$ cat src/rtl/fog_lin_interp.sv
// rtl/fog_lin_interp.sv - linear interpolating power-of-two upsampler
//
// Purpose: accepts coarse signed samples on a slow input strobe and emits
// L = 2^sel linearly interpolated samples per input interval on a fast
// output strobe, so fast-tick consumers see no step discontinuities.
//
// Ports:
//   i_clk, i_rst_n    clock, asynchronous active-low reset
//   i_in_strobe       one-cycle pulse, i_data valid
//   i_data            signed coarse sample
//   i_out_strobe      one-cycle output tick request
//   i_ratio_sel       log2 of upsampling ratio (clamped to MAX_SEL)
//   i_clr_flags       clears sticky flags
//   o_data            signed interpolated sample
//   o_valid           one-cycle pulse, o_data updated
//   o_underrun        sticky, segment ended with no new sample
//   o_overrun         sticky, pending sample overwritten
//   o_active          high once first sample is accepted
module fog_lin_interp #(
    parameter int MAX_SEL = 15,
    parameter int ACC_W   = 48
) (
    input  logic        i_clk,
    input  logic        i_rst_n,
    input  logic        i_in_strobe,
    input  logic [31:0] i_data,
    input  logic        i_out_strobe,
    input  logic [3:0]  i_ratio_sel,
    input  logic        i_clr_flags,
    output logic [31:0] o_data,
    output logic        o_valid,
    output logic        o_underrun,
    output logic        o_overrun,
    output logic        o_active
);

    typedef enum logic {ST_IDLE, ST_RUN} state_t;

    state_t                   state_q, state_d;
    logic signed [31:0]       p1_q, p1_d;
    logic signed [31:0]       pend_q, pend_d;
    logic signed [31:0]       data_q, data_d;
    logic signed [32:0]       delta_q, delta_d;
    logic signed [ACC_W-1:0]  acc_q, acc_d;
    logic [14:0]              phase_q, phase_d;
    logic [3:0]               sel_q, sel_d;
    logic                     pend_v_q, pend_v_d;
    logic                     valid_q, valid_d;
    logic                     underrun_q, underrun_d;
    logic                     overrun_q, overrun_d;
    logic                     active_q, active_d;

    logic [3:0]               sel_req;
    logic [15:0]              last_phase;
    logic                     seg_end;
    logic                     set_under;
    logic                     set_over;
    logic signed [31:0]       next_smp;

    assign sel_req    = ({1'b0, i_ratio_sel} > 5'(MAX_SEL)) ? 4'(MAX_SEL) : i_ratio_sel;
    assign last_phase = (16'd1 << sel_q) - 16'd1;
    assign seg_end    = ({1'b0, phase_q} == last_phase);

    always_comb begin
        state_d    = state_q;
        p1_d       = p1_q;
        pend_d     = pend_q;
        pend_v_d   = pend_v_q;
        data_d     = data_q;
        delta_d    = delta_q;
        acc_d      = acc_q;
        phase_d    = phase_q;
        sel_d      = sel_q;
        active_d   = active_q;
        valid_d    = 1'b0;
        set_under  = 1'b0;
        set_over   = 1'b0;
        next_smp   = p1_q;

        case (state_q)
            ST_IDLE: begin
                // First segment is flat at the first sample (delta = 0).
                if (i_in_strobe) begin
                    p1_d     = $signed(i_data);
                    acc_d    = ACC_W'($signed(i_data)) <<< sel_req;
                    delta_d  = '0;
                    phase_d  = '0;
                    sel_d    = sel_req;
                    active_d = 1'b1;
                    state_d  = ST_RUN;
                end
            end
            ST_RUN: begin
                if (i_out_strobe) begin
                    valid_d = 1'b1;
                    // acc holds value scaled by L; arithmetic shift floors.
                    data_d  = 32'(acc_q >>> sel_q);
                    if (!seg_end) begin
                        acc_d   = acc_q + ACC_W'(delta_q);
                        phase_d = phase_q + 15'd1;
                    end else begin
                        sel_d   = sel_req;
                        phase_d = '0;
                        if (pend_v_q) begin
                            next_smp = pend_q;
                            // Coincident input refills the slot in FIFO order.
                            if (i_in_strobe) pend_d = $signed(i_data);
                            else             pend_v_d = 1'b0;
                        end else if (i_in_strobe) begin
                            next_smp = $signed(i_data);
                        end else begin
                            next_smp  = p1_q;
                            set_under = 1'b1;
                        end
                        // Restart from exact segment end to avoid drift.
                        delta_d = 33'(next_smp) - 33'(p1_q);
                        acc_d   = ACC_W'(p1_q) <<< sel_req;
                        p1_d    = next_smp;
                    end
                end
                if (i_in_strobe && !(i_out_strobe && seg_end)) begin
                    pend_d   = $signed(i_data);
                    pend_v_d = 1'b1;
                    set_over = pend_v_q;
                end
            end
            default: state_d = ST_IDLE;
        endcase

        underrun_d = (underrun_q & ~i_clr_flags) | set_under;
        overrun_d  = (overrun_q  & ~i_clr_flags) | set_over;
    end

    always_ff @(posedge i_clk or negedge i_rst_n) begin
        if (!i_rst_n) begin
            state_q    <= ST_IDLE;
            p1_q       <= '0;
            pend_q     <= '0;
            pend_v_q   <= 1'b0;
            data_q     <= '0;
            delta_q    <= '0;
            acc_q      <= '0;
            phase_q    <= '0;
            sel_q      <= '0;
            valid_q    <= 1'b0;
            underrun_q <= 1'b0;
            overrun_q  <= 1'b0;
            active_q   <= 1'b0;
        end else begin
            state_q    <= state_d;
            p1_q       <= p1_d;
            pend_q     <= pend_d;
            pend_v_q   <= pend_v_d;
            data_q     <= data_d;
            delta_q    <= delta_d;
            acc_q      <= acc_d;
            phase_q    <= phase_d;
            sel_q      <= sel_d;
            valid_q    <= valid_d;
            underrun_q <= underrun_d;
            overrun_q  <= overrun_d;
            active_q   <= active_d;
        end
    end

    assign o_data     = data_q;
    assign o_valid    = valid_q;
    assign o_underrun = underrun_q;
    assign o_overrun  = overrun_q;
    assign o_active   = active_q;

endmodule

$ cat config.mk
export PLATFORM = sky130hd
export DESIGN_NAME = fog_lin_interp
export DESIGN_NICKNAME = d
export VERILOG_FILES = /design/src/rtl/fog_lin_interp.sv
export SDC_FILE = /design/constraint.sdc
export NUM_CORES = 1
export LEC_CHECK = 0
export BUFFER_PORTS_ARGS = -buffer_cell sky130_fd_sc_hd__buf_2
export CAP_MARGIN = 10
export CORE_UTILIZATION = 40
export DETAILED_ROUTE_END_ITERATION = 10
export GPL_TIMING_DRIVEN = 0
export PLACE_DENSITY_LB_ADDON = 0.12
export SYNTH_ARGS = -nofsm -noshare
export SYNTH_HDL_FRONTEND = slang
export SYNTH_SLANG_ARGS = --single-unit
export TNS_END_PERCENT = 20
$ cat constraint.sdc
create_clock -name i_clk -period 7.05 [get_ports i_clk]
set_input_delay 0.3525 -clock i_clk [delete_from_list [all_inputs] [get_ports i_clk]]
set_output_delay 0.3525 -clock i_clk [all_outputs]
set_load 0.02 [all_outputs]
Yosys cells after proc, flatten, opt, wreduce, memory -nomap -nowiden
Index checks and enable logic that the tools add are counted.

Flip-flop bits (word level): 202. Input bits: 41.

Bitwise logic cells: 6. Multiplexer cells: 44. Reduce and logical (&&, ||, !) cells: 14. Shifts and indexed selects: 4. $add $sub $neg: 4. Equality and inequality tests: 4.

Operator list (count): 32-bit 2-to-1 mux (12); 48-bit 2-to-1 mux (3); 33-bit 2-to-1 mux (3); 48-bit case mux with 2 select lines (1); 32-bit by 4-bit <<< shifter with 48-bit output (2); 33-bit case mux with 2 select lines (1); 32-bit case mux with 2 select lines (1); 48-bit by 33-bit adder with 48-bit output (1); 48-bit by 4-bit >>> shifter with 32-bit output (1); 15-bit 2-to-1 mux (3); 32-bit by 32-bit subtractor with 33-bit output (1); 15-bit case mux with 2 select lines (1); 15-bit by 16-bit == test with 1-bit output (1); 1-bit by 4-bit << shifter with 16-bit output, first input constant (1); 16-bit by 1-bit subtractor with 16-bit output, second input constant (1); 15-bit by 1-bit adder with 15-bit output, second input constant (1); 1-bit 2-to-1 mux (15); 4-bit 2-to-1 mux (3); 4-bit case mux with 2 select lines (1); 2-bit AND reduction (4); 2-bit nonzero test (4); 3-bit AND reduction (2); 5-bit AND reduction (1); 2-bit inequality test, second input constant (2); 6 further kinds (10).

Logic depth before layout (Yosys ltp)
Word-level depth: 10. Gate-level depth with buffers: 20. Depth with buffers taken out: 14.

Least setup slack after synthesis
OpenSTA, ideal clock, no wires.

Kind: register to register. Start: register sel_q[2]. End: register acc_q[9]. Data required time: 6.924 ns. Slack: 2.418 ns. Arrival time: 4.506 ns. Period minus slack after synthesis: 4.632 ns. Buffers on the path: 7. Stages on the path, launching flop included: 19. Cells stage by stage: dfrtp_1 -> buf_2 -> clkinv_1 -> buf_1 -> clkbuf_1 -> clkbuf_1 -> nand3_1 -> ha_1 -> buf_2 -> or3_1 -> and2_1 -> o221ai_2 -> nand4b_4 -> or4_1 -> buf_2 -> buf_2 -> o21ai_1 -> a21oi_1 -> a221o_1.

Word-level cells in the longest chain between the ends: 6.

Ends and longest elaborated chain: from (decl) (line 46) `logic [3:0] sel_q, sel_d;`; from (signal assigned) (line 158) `sel_q <= sel_d;`; 1-bit by 4-bit << shifter with 16-bit output (line 61) `assign last_phase = (16'd1 << sel_q) - 16'd1;`; 16-bit by 1-bit subtractor with 16-bit output (line 61); 15-bit by 16-bit == test with 1-bit output (line 62) `assign seg_end = ({1'b0, phase_q} == last_phase);`; 48-bit 2-to-1 mux (line 98) `if (!seg_end) begin`; 48-bit 2-to-1 mux (line 94) `if (i_out_strobe) begin`; 48-bit case mux with 2 select lines (line 80) `case (state_q)`; to (signal assigned) (line 142) `acc_q <= '0;`; to (signal assigned) (line 156) `acc_q <= acc_d;`; to (decl) (line 44) `logic signed [ACC_W-1:0] acc_q, acc_d;`.

No other way between the ends. The select of a mux whose other input is x is not followed. A chain may end at the register's enable or synchronous reset.

Final worst setup path
Start: register sel_q[2]. End: register acc_q[21].

Same word-level chain as after synthesis.

==> impl_results.md <==
- Status: finished, final reports clean
- # nets final: ~2500
- Hold slack: around 0.074 ns
- Max Fclk: roughly 140 MHz
- Ports: between 70 and 80
- Yosys reg bits: 201
- Final design utilization: between 40 and 50%
- Worst Setup Slack, final: 0.1247 ns
- Worst R2R End: acc_q[21]$_DFFE_PN0P_
- Endpoints failing hold: 0
- Port bufs: 70
- Final cycle utilization of the critical path: a little over nine tenths
- RSZ-0062 raised after global routing: no
- Number of synthesized flops with an enable pin: 0
- Max Cap Violations: 0
- Area of the multi-input gates: 12820 sq um
- Worst min path class: input pin to flop
- Worst R2R Path Depth: 18
- Area after DPL: a little under 20000 sq um
- WS Path Type: flop to flop
- Die area: 47710 sq um
- Routability Congestion: roughly 1.0
- Fin crit period: slightly below 7 ns
- Final slew viol count: 0
- DRC: 0
- Clk slew on worst S/H paths: about 0.06 ns
- Avg Cell Area, Syn: about 8.3 sq um
- Sink Count: between 200 and 250
- Seq/Total Area, Yosys: a little over a quarter
- Worst hold path stage count: 2
- Cell Pwr Density: 372.9 nW/um^2
- Tot Pwr: 7.759 mW
- Hold Crit Start: i_data[4]
- Fill cells: about 4700
- Synth area leaders: dfrtp_1 27%, mux2i_1 8.0%, mux4_2 7.3%, nand2_1 6.0%, o21ai_0 5.7%
- Global-route wire length before repair: about 120000 um
- Post-CTS setup buffer count: 0
- Post-placement setup slack: -0.2681 ns
- Worst Path Arrival: 7.34 ns
- Die X: 218.4 um
- Clock Skew: 0.04192 ns
- TritonCTS clock tree: yes
- Total number of vias: 18797
- Average wire per cell in the routed design: about 27 um
- Cells after Synth: between 2000 and 2500
- Reg2reg setup slack: ~0.12 ns
- Overall routing resource usage: around 34%
- CP Launch Type: flop
- Rows: between 70 and 80
- Total core area: 45770 sq um
- Most frequent cells in the layout: 298 x nand2_1, 212 x o21ai_0, 208 x a21oi_1
- Iter 0 DRT Violations: ~2000
- Clk_lat worst skew: a little under 0.6 ns
- VDD IR max: 245.9 uV
- Initial core utilization: roughly two fifths
- FF-to-FF Start: sel_q[2]$_DFFE_PN0P_
- Gr ovfl total: 0
- Hold EP: pend_q[4]$_DFFE_PN0P_
- Commonest non-fill, non-tap cell in the layout: nand2_1
- Crit-path max FO: 10
- Initial antenna violation count: 2
- Worst Tran Pin Value: 1.378 ns
- H-tree level count: 1
- Drt pass-1 iters: 6
- TritonCTS buffer count: 25
- Warnings, synthesis: 0
- Share of cells above drive strength 1: between 10% and 20%
- Post-detail-place hpwl: between 60000 and 70000 um
- Primary FF master, synth: dfrtp_1
- Largest net degree at the start of global routing: about 120
- Vias in the first global route: 18414
- Synth async-reset ratio: 100.0%
- Area leader, netlist: dfrtp_1
- Synth top area share: a little over a quarter
- Root Buffer: clkbuf_16
- Drt via density: about 6.3
- Synth cell types: 85
- CP required: 7.46 ns
- P&R area growth vs syn: 11.06%
- Max-slew headroom: 7.367%
- Register Area: 5030 sq um
- Drt total wl: 81570 um
- Final setup viols: 0
- LEAKAGE: ~9.2 nW
- Critical path endpoint category: flop
- Die Y: about 220 um
- Routed Antenna Nets: 0
- Post-Syn Nets: roughly 2400
- Max clock buf depth: 3
- Final instance area: approximately 21000 sq um
- Mapped Area: around 19000 sq um
[Yosys cell counts (all sizes together), types with 11 or more instances]
cell type and n:
mux2i 150, nand4 24, o21ai 226, inv 59, or3 11, xor2 32, o211ai 15, o31ai 17
nor3 20, mux2 59, and3 15, xnor2 46, clkbuf 110, nand3 66, dfrtp 201, nor2 150
ha 80, and2 12, nand2b 11, buf 54, a31oi 17, mux4 61, nand2 299, a211oi 53
a22oi 15, o22ai 34, nor2b 25, a21oi 209, o21bai 13, o21a 18, a21o 44
[how the worst max path moves through the flow]
stage                                     from                    end  slack, ns  cells after the start
final                     sel_q[2]$_DFFE_PN0P_  acc_q[21]$_DFFE_PN0P_       0.12                     18
after global routing      sel_q[2]$_DFFE_PN0P_  acc_q[21]$_DFFE_PN0P_       0.10                     18
after CTS                 sel_q[2]$_DFFE_PN0P_   sel_q[1]$_DFFE_PN0P_       0.30                     18
after detailed placement  sel_q[2]$_DFFE_PN0P_   p1_q[26]$_DFFE_PN0P_      -0.27                     18
after global placement    sel_q[2]$_DFFE_PN0P_   p1_q[16]$_DFFE_PN0P_      -0.15                     18
after floorplan           sel_q[2]$_DFFE_PN0P_   acc_q[9]$_DFFE_PN0P_       2.42                     18
[registers in the layout (all words and copies together) (netlist names)]
signal      count
acc_q          47
delta_q        33
o_data         32
p1_q           32
pend_q         32
phase_q        15
sel_q           4
o_active        1
o_overrun       1
o_underrun      1
o_valid         1
pend_v_q        1
state_q         1
[through the flow]
step	instances	TNS, ns
after global placement	2932	-1.186
after detailed placement	2933	-2.237
after global routing	2980	0
after CTS	2980	0
final	2981	0
after floorplan	2262	0
[layer usage]
metal	share of wire, %	global-route usage [%]	up-vias
met5	0.0098	0	-
met4	5.8	17.44	2
met3	7.0	5.386	201
met2	46	55.39	903
met1	41	44.19	9125
li1	-	-	8566
[cells by family after synthesis]
logic type / after synthesis / share of synthesized area (%)
buffers and inverters: 227 / 4.788
AND/OR/NAND/NOR: 673 / 16.45
multiplexers: 270 / 18.89
XOR/XNOR: 78 / 3.646
adder cells (fa/ha/maj): 82 / 5.556
AO/OA/AOI/OAI: 731 / 23.82
flip-flops: 201 / 26.84
[critical path, stage by stage, from the launching register on]
cell	delay, ns
dfrtp_1	0.43
buf_2	0.21
clkinv_1	0.19
buf_1	0.52
clkbuf_1	0.66
clkbuf_1	0.48
nand3_1	0.18
ha_1	0.26
buf_2	0.18
buf_2	0.20
xnor2_1	0.21
xnor2_1	0.09
a2111oi_0	0.34
nand4_1	0.33
nor4_4	0.60
nand2_1	0.58
clkbuf_1	0.61
o21ai_0	0.61
a21oi_1	0.09
[where the power goes]
group          internal [mW]  total [mW]  switching, mW
Clock                  0.884        1.44          0.560
Sequential              1.47        1.96          0.484
Combinational           1.66        4.36           2.70
[repair_timing]
| action | CTS | global route |
|---|---|---|
| pin swaps | 0 | 0 |
| endpoints found under the setup margin | 10 | 10 |
| resized for setup | 2 | 2 |
| endpoints found under the hold margin | 88 | 0 |
| hold buffers | 2 | 0 |
[layout make-up]
cell class | instances | share of cell area, %
diodes | 1 | 0.01203
plain buffers | 164 | 3.181
clock buffers | 34 | 3.409
clock inverters | 11 | 0.9079
inverters | 63 | 1.136
multi-input cells | 1834 | 61.61
flip-flops and latches | 201 | 24.17
well taps | 600 | 3.608
repair buffers | 73 | 1.960
Note: power is estimated with default switching activity, not from simulation.
